===== src/rtl/inst_fetch.sv =====
// inst_fetch: initiator side of the instruction-ROM read interface.
//
// Owns the program counter, issues zero-latency reads to a combinational
// instruction ROM, and queues each returned word with its PC in a small FIFO.
// The FIFO head is offered to decode over a valid/ready handshake. Branch,
// jump and trap redirects flush the queue. A pipeline hold suspends new
// fetches but lets the queue drain.
//
// Parameters:
//   RESET_PC     PC loaded at reset (word aligned)
//   DEPTH        fetch FIFO entries (power of two, >= 2)
//
// Ports:
//   clk          clock, all state on rising edge
//   rst          synchronous reset, active-high
//   rom_en       ROM read enable (a fetch happens this cycle)
//   rom_addr     ROM byte address, always equal to the current PC
//   rom_inst_i   ROM read data, valid in the same cycle as rom_en
//   hold_i       pipeline hold, suppresses new fetches
//   jump_i       redirect request (branch/jump/trap)
//   jump_addr_i  redirect target, bits [1:0] ignored
//   inst_valid_o FIFO head valid
//   inst_ready_i decode accepts the head
//   inst_o       head instruction (0 when empty)
//   pc_o         head PC (0 when empty)
module inst_fetch #(
  parameter logic [31:0] RESET_PC = 32'h0000_0000,
  parameter int unsigned DEPTH    = 2
) (
  input  logic        clk,
  input  logic        rst,
  output logic        rom_en,
  output logic [31:0] rom_addr,
  input  logic [31:0] rom_inst_i,
  input  logic        hold_i,
  input  logic        jump_i,
  input  logic [31:0] jump_addr_i,
  output logic        inst_valid_o,
  input  logic        inst_ready_i,
  output logic [31:0] inst_o,
  output logic [31:0] pc_o
);

  localparam int unsigned AW = $clog2(DEPTH);
  localparam int unsigned CW = AW + 1;
  localparam logic [CW-1:0] FULL_CNT = CW'(DEPTH);

  logic [31:0]   pc_q,    pc_d;
  logic [CW-1:0] count_q, count_d;
  logic [AW-1:0] wptr_q,  wptr_d;
  logic [AW-1:0] rptr_q,  rptr_d;

  logic [31:0]   inst_mem_q [DEPTH];
  logic [31:0]   pc_mem_q   [DEPTH];

  logic          push;
  logic          pop;
  logic          not_empty;

  assign not_empty = (count_q != '0);

  // The full test ignores a same-cycle pop so that inst_ready_i never
  // reaches the ROM enable / address path.
  assign rom_en   = !rst && !jump_i && !hold_i && (count_q < FULL_CNT);
  assign rom_addr = pc_q;

  assign inst_valid_o = !rst && not_empty && !jump_i;
  assign inst_o       = (!rst && not_empty) ? inst_mem_q[rptr_q] : '0;
  assign pc_o         = (!rst && not_empty) ? pc_mem_q[rptr_q]   : '0;

  assign push = rom_en;
  assign pop  = inst_valid_o && inst_ready_i;

  // Next-state: a redirect overrides normal push/pop bookkeeping; since
  // rom_en and inst_valid_o are both low during jump_i, push and pop are
  // already zero in that cycle.
  always_comb begin
    pc_d    = pc_q;
    count_d = count_q;
    wptr_d  = wptr_q;
    rptr_d  = rptr_q;
    if (jump_i) begin
      pc_d    = jump_addr_i & 32'hFFFF_FFFC;
      count_d = '0;
      wptr_d  = '0;
      rptr_d  = '0;
    end else begin
      if (push) begin
        pc_d   = pc_q + 32'd4;
        wptr_d = wptr_q + AW'(1);
      end
      if (pop) begin
        rptr_d = rptr_q + AW'(1);
      end
      unique case ({push, pop})
        2'b10:   count_d = count_q + CW'(1);
        2'b01:   count_d = count_q - CW'(1);
        default: count_d = count_q;
      endcase
    end
  end

  always_ff @(posedge clk) begin
    if (rst) begin
      pc_q    <= RESET_PC;
      count_q <= '0;
      wptr_q  <= '0;
      rptr_q  <= '0;
    end else begin
      pc_q    <= pc_d;
      count_q <= count_d;
      wptr_q  <= wptr_d;
      rptr_q  <= rptr_d;
    end
  end

  // Storage needs no reset: entries are only visible while count != 0.
  always_ff @(posedge clk) begin
    if (push) begin
      inst_mem_q[wptr_q] <= rom_inst_i;
      pc_mem_q[wptr_q]   <= pc_q;
    end
  end

endmodule


===== config.mk =====
export PLATFORM = sky130hd
export DESIGN_NAME = inst_fetch
export DESIGN_NICKNAME = d
export VERILOG_FILES = /design/src/rtl/inst_fetch.sv
export SDC_FILE = /design/constraint.sdc
export NUM_CORES = 1
export LEC_CHECK = 0
export ABC_CLOCK_PERIOD_IN_PS = 5600
export CORE_ASPECT_RATIO = 1.25
export CORE_UTILIZATION = 40
export CTS_BUF_LIST = sky130_fd_sc_hd__clkbuf_8
export DETAILED_ROUTE_END_ITERATION = 7
export PLACE_DENSITY = 0.67
export SLEW_MARGIN = 30
export SYNTH_ARGS = -nofsm -noshare
export SYNTH_HDL_FRONTEND = slang
export SYNTH_SLANG_ARGS = --single-unit

===== constraint.sdc =====
create_clock -name clk -period 5.6 [get_ports clk]
set_input_delay 0.56 -clock clk [delete_from_list [all_inputs] [get_ports clk]]
set_output_delay 0.56 -clock clk [all_outputs]
set_load 0.02 [all_outputs]

# Word-level counts from Yosys, hierarchy flattened
# Memory sizes are Yosys's and may differ from the RTL's. A register that Yosys moved wholly into a read port is not among the register bits.
# Cells that the tools add are included.
# Widths: inputs -> output; s select.
# word_totals
reg_bits	36
latch_bits	0
ram_bits	128
romBits	0
in_bits	69
out_inout_bits	98
word_cells	39
memories	2
# memory_table
memory	depth	word_bits	read_ports	rd_clocked_by_memory_dff	write_ports	line_no	source
inst_mem_q	2	32	1	1	1	53	logic [31:0] inst_mem_q [DEPTH];
pc_mem_q	2	32	1	1	1	54	logic [31:0] pc_mem_q [DEPTH];
# op_classes
addsub	5
n_mul	0
div_mod_pow	0
order_cmp	1
n_eq_ne	2
n_shift	0
muxes	11
n_bitwise	0
n_reduce_logical	13
# ops
op	n
$mux 32	4
$add 32x3->32 const B	1
$logic_and 1x1->1	6
$mux 1	6
$reduce_bool 2->1	3
$pmux 2 s2	1
$logic_not 1->1	3
$add 1x1->1 const B	2
$add 2x1->2 const B	1
$eq 2x1->1 const B	1
$eq 2x2->1 const B	1
$lt 2x2->1 const B	1
$reduce_or 2->1	1
$sub 2x1->2 const B	1

# Logic depth before layout (Yosys ltp)
# Gate-level depths: netlist of run 1.
# logic_depth
ltp_word	6
depth_mapped	9
depth_no_buf	7

# Worst setup path after synthesis of run 1
# OpenSTA, ideal clock, no wires.
# synth_path
path_type	input to register
startpoint	input rst
endpoint	memory inst_mem_q[0][0], enable pin
arrival_time_ns	3.959
required_ns	5.118
path_slack_ns	1.158
cell_stages	6
n_path_buf	3
path_cell_list	clkbuf_1 > or2_1 > clkbuf_1 > nand2b_1 > buf_2 > nor2_1
# synth_between
elab_chain_cells	6
# synth_lines
item	line_no	source
start, declared	31	input logic rst,
$logic_not 1->1	64	assign rom_en = !rst && !jump_i && !hold_i && (count_q < FULL_CNT);
$logic_and 1x1->1 (3 in series)	64	
$mux 1	119	if (push) begin
$mux 1 (not written as such)	120	inst_mem_q[wptr_q] <= rom_inst_i;
end, declared	53	
# Every way passes these cells.

# Worst setup path in the final report of run 1
# layout_path
startpoint	input jump_i
endpoint	output rom_en
# layout_between
elab_chain_cells	4
# layout_lines
item	line_no	source
start, declared	36	input logic jump_i,
$logic_not 1->1	64	
$logic_and 1x1->1 (3 in series)	64	
end, declared	32	output logic rom_en,
# Every way passes these cells.

==> flow_metrics.env, run 1 <==
export IMPL_status="completed"
export IMPL_place_area_um2=8450
export IMPL_drcViolationCount=0
export IMPL_first_global_vias=4463
export IMPL_fmax_mhz=264
export IMPL_htreeDepth=4
export IMPL_gp_congestion=0.795
export IMPL_synth_edf_count=124
export IMPL_cts_tree="yes"
export IMPL_fin_nets=731
export IMPL_postCtsSetupRepairBufs=0
export IMPL_die_y_um=146
export IMPL_area_delta_synth_final_pct=32.5
export IMPL_overflow=0
export IMPL_cts_root_buf="clkbuf_8"
export IMPL_synth_compound_area_share_pct=3.30
export IMPL_synth_top_area_cell="edfxtp_1"
export IMPL_clk_latency_ns=0.44
export IMPL_synth_top_family_by_area="simple AND/OR/NAND/NOR gates"
export IMPL_cts_buffers=17
export IMPL_finalSetupTns_ns=0
export IMPL_use_met3_pct=4.69
export IMPL_dpl_hpwl_um=9930
export IMPL_crit_fanout=21
export IMPL_synth_most_common_cell="edfxtp_1"
export IMPL_cap_violations=0
export IMPL_synth_area_mux_share_pct=10.3
export IMPL_drtIter0Drc=201
export IMPL_cts_sinks=159
export IMPL_yosys_warnings=0
export IMPL_clk_pin_slew_ns=0.08
export IMPL_grt_use_met1_pct=20.7
export IMPL_grt_pass1_wl_um=22700
export IMPL_finClkSkew_ns=0.0132
export IMPL_fp_dieW_um=117
export IMPL_vias_per_cell=4.91
export IMPL_firstDrtPassIters=4
export IMPL_yosys_top_cells_count="edfxtp_1, nor2_1, mux2i_1"
export IMPL_met2_usage_pct=30.6
export IMPL_path_class="in2out"
export IMPL_row_count=52
export IMPL_ctsHoldBuffers=0
export IMPL_clock_path_buffers=2
export IMPL_synthSimpleGateAreaFrac_pct=12.5
export IMPL_synth_top_area_share_pct=56.1
export IMPL_drv_slew=0
export IMPL_synth_flop_cell="edfxtp_1"
export IMPL_fin_area_um2=8800
export IMPL_critical_path_arrival_ns=3.22
export IMPL_die_area_um2=17100
export IMPL_start_kind="input pin"
export IMPL_antennaDiodeCount=0
export IMPL_min_period_ns=3.78
export IMPL_synth_seq_cells=159
export IMPL_worst_setup_path_end_kind="output pin"
export IMPL_period_share_pct=67.5
export IMPL_coreArea_um2=16200
export IMPL_grt_use_total_pct=17.7
export IMPL_drive_gt1_share_pct=7.58
export IMPL_antenna_found_initial=1
export IMPL_wirelength_um=14700
export IMPL_ant_nets=0
export IMPL_netlist_area_um2=6640
export IMPL_io_buffers=160
export IMPL_synthArstFlopShare_pct=0
export IMPL_synth_area_leaders="edfxtp_1, dfxtp_1, mux2i_1"
export IMPL_avgSynthCellArea_um2=13.1
export IMPL_worstMarginPinSlew_ns=0.893
export IMPL_finalSetupViolations=0
export IMPL_irDropWorstVdd_v=0.000112
export IMPL_start_util_pct=41.0
export IMPL_rsz0062_at_grt="false"
export IMPL_p_leak_nw=2.87
export IMPL_grt_max_degree=63
export IMPL_synth_cells=505
export IMPL_synth_cell_types=40
export IMPL_synth_adder_area_share_pct=0.377
export IMPL_cp_required_ns=5.04
export IMPL_busiest_layer="met2"
export IMPL_cts_resized=0
export IMPL_postLayoutCoreUtil_pct=54.3
export IMPL_cellPowerDensity_nw_per_um2=258
export IMPL_holdCritPathClass="reg2reg"
export IMPL_dr_total_vias=4361
export IMPL_num_io_pins=167
export IMPL_slew_headroom_pct=40.4
export IMPL_synth_xor_area_share_pct=4.35
export IMPL_route_detailed_wl_per_inst_um=16.5
export IMPL_ys_seq_area_share_pct=66.6
export IMPL_hold_violations=0
[registers in the layout (all words and copies together), names as in the netlist, named ones only]
name / flops
wptr_q: 1
inst_mem_q: 64
count_q: 2
pc_mem_q: 60
rom_addr: 30
rptr_q: 1
[worst max-delay path, stage by stage]
cell	delay (ns)
clkdlybuf4s50_1	0.84
or2_1	0.52
nand2b_1	0.42
inv_1	0.21
clkdlybuf4s50_1	0.65
[cells in the final DEF (no fill, tap or decap), drive strengths merged, types with 5 or more instances in the layout]
cell and count:
a211oi 9, a21oi 16, and3 13, buf 5, clkbuf 17, clkdlybuf4s50 160
clkinv 5, dfxtp 35, edfxtp 124, inv 11, mux2i 68, nand2 18
nand3 9, nand4 16, nor2 91, nor3 7, o22ai 7, xnor2 13
xor2 20
[path summary, 6_finish.rpt]
check,depth (start not counted),start,slack [ns],to
min reg2reg,2,rptr_q,0.52,rptr_q
max,5,jump_i,1.82,rom_en
min,2,rptr_q,0.52,rptr_q
max reg2reg,4,count_q[1],2.85,inst_mem_q[0][23]
[layer usage]
layer,wire [um],vias to the layer above,share of wire (%)
met5,13,-,0.088
met3,841,21,5.7
met2,7530,128,51
met4,278,2,1.9
met1,6040,2078,41
li1,-,2132,-
[power breakdown]
| group | switching, W | internal, W | total [W] |
|---|---|---|---|
| logic | 0.0000888 | 0.0000971 | 0.000186 |
| registers | 0.0000328 | 0.00130 | 0.00134 |
| clock network | 0.000436 | 0.000311 | 0.000747 |
| total | 0.000557 | 0.00171 | 0.00227 |
[area by class of cell]
type                            count  area, um^2
Fill cell                        1385        7400
Sequential cell                   159        4430
Multi-Input combinational cell    312        2070
Timing Repair Buffer              165        1660
Tap cell                          216         270
Clock buffer                       17         234
Clock inverter                     15         113
Inverter                            5        18.8
[metrics by stage]
stage	std cells	hold WS (ns)	setup WS (ns)	power (W)
detailed placement	857	0.509	1.75	0.00155
floorplan	508	0.481	1.16	0.00144
CTS	889	0.524	1.81	0.00230
global placement	856	0.491	1.82	0.00155
finish	889	0.524	1.82	0.00227
global route	889	0.537	1.66	0.00236
[kinds of logic (layout without fill, tap and decap cells)]
family / count (synthesis) / count (layout)
compound gates: 35 / 35
xor+xnor: 33 / 33
fa+ha+maj: 2 / 2
buf+inv: 37 / 202
flops: 159 / 159
mux: 68 / 68
other cells: 1 / 4
simple gates: 170 / 170
Note: power is estimated with default switching activity, not from simulation.
==> run 2: changes to the inputs <==
- ABC_CLOCK_PERIOD_IN_PS: 5600 -> 3900
- clock period: 5.6 -> 3.9 ns (I/O delays scaled with it)
==> flow_metrics.env, run 2 (synthesized netlist as in run 1, its figures left out) <==
export IMPL_first_global_vias=4468
export IMPL_power_frac_comb_pct=7.9
export IMPL_cts_resized=0
export IMPL_row_count=52
export IMPL_drive_gt1_share_pct=7.40
export IMPL_regMostFlops="inst_mem_q"
export IMPL_route_detailed_wl_per_inst_um=16.8
export IMPL_grt_use_total_pct=18.0
export IMPL_area_delta_synth_final_pct=33.5
export IMPL_mostFrequentLayoutCells="clkdlybuf4s50_1, edfxtp_1, nor2_1, mux2i_1, dfxtp_1"
export IMPL_finalSetupTns_ns=0
export IMPL_clk_latency_ns=0.44
export IMPL_hold_violations=0
export IMPL_fmax_mhz=326
export IMPL_period_share_pct=78.6
export IMPL_drtIter0Drc=230
export IMPL_slowest_stage="or2_2"
export IMPL_start_kind="register"
export IMPL_clk_pin_slew_ns=0.09
export IMPL_ant_nets=0
export IMPL_pwr_share_clk_pct=36.1
export IMPL_io_buffers=160
export IMPL_switching_share_pct=22.8
export IMPL_mostFrequentLayoutCell="clkdlybuf4s50_1"
export IMPL_num_io_pins=167
export IMPL_antennaDiodeCount=0
export IMPL_cpPeakStageDelay_ns=0.69
export IMPL_die_area_um2=17100
export IMPL_wirelength_um=15000
export IMPL_status="completed"
export IMPL_cp_required_ns=3.51
export IMPL_internal_power_w=0.00265
export IMPL_cts_tree="yes"
export IMPL_path_class="reg2out"
export IMPL_finClkSkew_ns=0.0106
export IMPL_irDropWorstVdd_v=0.000153
export IMPL_coreArea_um2=16200
export IMPL_vias_per_cell=4.99
export IMPL_postCtsSetupRepairBufs=0
export IMPL_critical_path_arrival_ns=2.68
export IMPL_die_y_um=146
export IMPL_dpl_hpwl_um=10100
export IMPL_finalSetupViolations=0
export IMPL_worstMarginPinSlew_ns=0.904
export IMPL_path_cells="nor2_1 -> or2_2 -> buf_4 -> nor2_1 -> clkdlybuf4s50_1"
export IMPL_rsz0062_at_grt="false"
export IMPL_cts_buffers=17
export IMPL_antenna_found_initial=1
export IMPL_p_leak_nw=2.92
export IMPL_grt_pass1_wl_um=22900
export IMPL_drcViolationCount=0
export IMPL_firstDrtPassIters=4
export IMPL_largest_reg_flops=64
export IMPL_overflow=0
export IMPL_htreeDepth=4
export IMPL_grt_max_degree=63
export IMPL_total_power_w=0.00343
export IMPL_min_period_ns=3.07
export IMPL_fp_dieW_um=117
export IMPL_dr_total_vias=4451
export IMPL_cts_root_buf="clkbuf_8"
export IMPL_cap_violations=0
export IMPL_crit_top_cell="nor2_1"
export IMPL_cts_sinks=159
export IMPL_worst_setup_path_end_kind="output pin"
export IMPL_ctsHoldBuffers=0
export IMPL_gp_congestion=0.783
export IMPL_p_seq_share_pct=56.0
export IMPL_cellPowerDensity_nw_per_um2=387
export IMPL_slew_headroom_pct=39.7
export IMPL_start_util_pct=41.0
export IMPL_crit_fanout=38
export IMPL_fin_nets=734
export IMPL_holdCritPathClass="in2reg"
export IMPL_clock_path_buffers=2
export IMPL_drv_slew=0
export IMPL_switchingPower_w=0.000783
## run 2: changes by cell type in the layout (fill, tap and decap cells not counted), moves of 2 or more
| cell | before | now |
|---|---|---|
| buf_4 | 4 | 7 |
| bufinv_16 | 0 | 3 |
| clkinvlp_4 | 4 | 2 |
| inv_1 | 5 | 7 |
## run 2: worst paths after layout
check | cells past startpoint | end | slack, ns | from
max | 5 | inst_o[27] | 0.83 | count_q[0]
min | 3 | rom_addr[8] | 0.51 | jump_addr_i[8]
max reg2reg | 4 | pc_mem_q[1][11] | 1.71 | count_q[1]
min reg2reg | 2 | register | 0.51 | rptr_q
## run 2: final cells by class
class / instances / area [um^2]
multi-input cells: 312 / 2070
flip-flops and latches: 159 / 4430
inverters: 5 / 18.8
repair buffers: 168 / 1670
well taps: 216 / 270
fillers: 1373 / 7330
clock buffers: 17 / 234
clock inverters: 15 / 170
## run 2: critical path: cells and delay by family, from the launching register on
kind,cells,cell delay (ns)
buf+inv,2,0.94
simple gates,3,0.93
flops,1,0.35
## run 2: stage by stage
step	instances	instance area, um^2	hold WS [ns]	worst slack [ns]	util, %
final	892	8870	0.507	0.835	54.7
after global routing	892	8870	0.495	0.624	54.7
after CTS	892	8870	0.480	0.782	54.7
after detailed placement	860	8460	0.507	0.860	52.2
after global placement	860	8460	0.494	0.892	52.2
after floorplan	508	6650	0.481	0.607	-
## run 2: metal layers
layer	track usage [%]	part of all wire [%]
met5	0	0.11
met4	5.95	1.7
met3	5.60	6.6
met2	30.5	50
met1	21.2	41
## run 2: power groups by stage
stage | sequential [W] | clock [W] | combinational (W)
after global placement | 0.00196 | 0 | 0.000268
final | 0.00192 | 0.00124 | 0.000272
after detailed placement | 0.00196 | 0 | 0.000272
after floorplan | 0.00197 | 0 | 0.000102
after global routing | 0.00193 | 0.00133 | 0.000292
after CTS | 0.00192 | 0.00127 | 0.000274
==> run 3: changes to the inputs <==
- ABC_CLOCK_PERIOD_IN_PS: 3900 -> 2700
- PLACE_DENSITY: 0.67 -> 0.7
- clock period: 3.9 -> 2.7 ns (I/O delays scaled with it)
==> flow_metrics.env, run 3 (synthesized netlist as in run 1, its figures left out) <==
export IMPL_worst_setup_path_end_kind="output pin"
export IMPL_finalSetupViolations=0
export IMPL_ant_nets=0
export IMPL_cts_resized=0
export IMPL_fp_dieW_um=117
export IMPL_slew_headroom_pct=62.5
export IMPL_path_cells="nor2_1 -> or2_2 -> buf_4 -> nor2_1 -> clkdlybuf4s50_1"
export IMPL_worstMarginPinSlew_ns=0.562
export IMPL_area_delta_synth_final_pct=36.3
export IMPL_start_kind="register"
export IMPL_die_area_um2=17100
export IMPL_status="completed"
export IMPL_htreeDepth=4
export IMPL_clock_path_buffers=2
export IMPL_multiInputGateArea_um2=2070
export IMPL_dpl_hpwl_um=10300
export IMPL_drcViolationCount=0
export IMPL_crit_top_cell="nor2_1"
export IMPL_critPathLaunch="count_q[1]"
export IMPL_critPathTopFamily="buffers and inverters"
export IMPL_regMostFlops="inst_mem_q"
export IMPL_cellPowerDensity_nw_per_um2=582
export IMPL_cp_required_ns=2.43
export IMPL_overflow=0
export IMPL_cp_buffers_inverters=2
export IMPL_hold_violations=0
export IMPL_rsz0062_at_grt="false"
export IMPL_fmax_mhz=390
export IMPL_finalSetupTns_ns=0
export IMPL_first_global_vias=4495
export IMPL_r2r_start="rom_addr[2]"
export IMPL_gp_congestion=0.798
export IMPL_drtIter0Drc=198
export IMPL_critical_path_arrival_ns=2.29
export IMPL_drv_slew=0
export IMPL_p_leak_nw=3.27
export IMPL_mostFrequentLayoutCells="clkdlybuf4s50_1, edfxtp_1, nor2_1, mux2i_1, dfxtp_1"
export IMPL_cts_buffers=17
export IMPL_cap_violations=0
export IMPL_hold_ws_ns=0.367
export IMPL_cts_sinks=159
export IMPL_crit_fanout=39
export IMPL_die_y_um=146
export IMPL_coreArea_um2=16200
export IMPL_row_count=52
export IMPL_cts_root_buf="clkbuf_8"
export IMPL_ctsHoldBuffers=0
export IMPL_period_share_pct=94.9
export IMPL_cpPeakStageDelay_ns=0.63
export IMPL_wirelength_um=14800
export IMPL_holdCritPathClass="in2reg"
export IMPL_grt_use_total_pct=18.2
export IMPL_irDropWorstVdd_v=0.000280
export IMPL_fin_nets=740
export IMPL_drive_gt1_share_pct=7.92
export IMPL_start_util_pct=41.0
export IMPL_worst_r2r_cell_count=6
export IMPL_fill_cells=1344
export IMPL_finClkSkew_ns=0.0116
export IMPL_clk_latency_ns=0.46
export IMPL_register_area_um2=4430
export IMPL_antenna_found_initial=0
export IMPL_cts_tree="yes"
export IMPL_path_class="reg2out"
export IMPL_io_buffers=160
export IMPL_mostFrequentLayoutCell="clkdlybuf4s50_1"
export IMPL_num_io_pins=167
export IMPL_reg2reg_to="rom_addr[26]"
export IMPL_endpoint="pc_o[15]"
export IMPL_min_period_ns=2.56
export IMPL_path_depth=5
export IMPL_ff2ff_setup_slack_ns=0.78
export IMPL_largest_reg_flops=64
export IMPL_firstDrtPassIters=4
export IMPL_grt_max_degree=42
export IMPL_vias_per_cell=5.00
export IMPL_clk_pin_slew_ns=0.09
export IMPL_grt_pass1_wl_um=23000
export IMPL_dr_total_vias=4493
export IMPL_route_detailed_wl_per_inst_um=16.5
export IMPL_postCtsSetupRepairBufs=0
export IMPL_slowest_stage="clkdlybuf4s50_1"
export IMPL_antennaDiodeCount=0
==> run 3: area by class of cell <==
| cell class | instances | share of cell area, % |
|---|---|---|
| Inverter | 5 | 0.207 |
| Multi-Input combinational cell | 312 | 22.9 |
| Clock inverter | 15 | 2.76 |
| Tap cell | 216 | 2.99 |
| Clock buffer | 17 | 2.58 |
| Timing Repair Buffer | 174 | 19.7 |
| Sequential cell | 159 | 48.9 |
==> run 3: metal layers <==
layer	vias up	global-route usage, %	routed length, um
met2	147	30.9	7670
li1	2157	-	-
met3	19	4.98	919
met4	0	7.59	242
met1	2170	21.3	6010
met5	-	0	0
==> run 3: where the power goes <==
part | switching, W | internal (W) | total [W]
Clock | 0.000826 | 0.00127 | 0.00209
Sequential | 0.0000672 | 0.00271 | 0.00277
Combinational | 0.000189 | 0.000208 | 0.000397
==> run 3: how the worst min path moves through the flow <==
stage | from | end | depth (start not counted)
5_1_grt | jump_addr_i[5] | rom_addr[5] | 3
4_1_cts | jump_addr_i[8] | rom_addr[8] | 3
2_1_floorplan | rom_inst_i[0] | inst_mem_q[0][0] | 0
6_report | jump_addr_i[8] | rom_addr[8] | 3
3_5_place_dp | rptr_q | register | 2
3_3_place_gp | rptr_q | register | 2
==> run 3: worst reg2reg max path: stages (launching register included) <==
cell and delay (ns):
dfxtp_1 0.48, ha_1 0.28, nand4_2 0.16, nor3_4 0.38
nand3_1 0.14, xnor2_1 0.15, a211oi_1 0.22
==> run 3: stage by stage <==
step | setup WS (ns) | power, W | util [%] | area, um^2 | std cells
floorplan | 0.188 | 0.00299 | - | 6660 | 508
CTS | 0.0880 | 0.00532 | 55.6 | 9010 | 898
finish | 0.139 | 0.00526 | 55.9 | 9050 | 898
detailed placement | 0.339 | 0.00323 | 52.7 | 8530 | 866
global route | 0.000796 | 0.00546 | 55.9 | 9050 | 898
global placement | 0.373 | 0.00322 | 52.7 | 8530 | 866
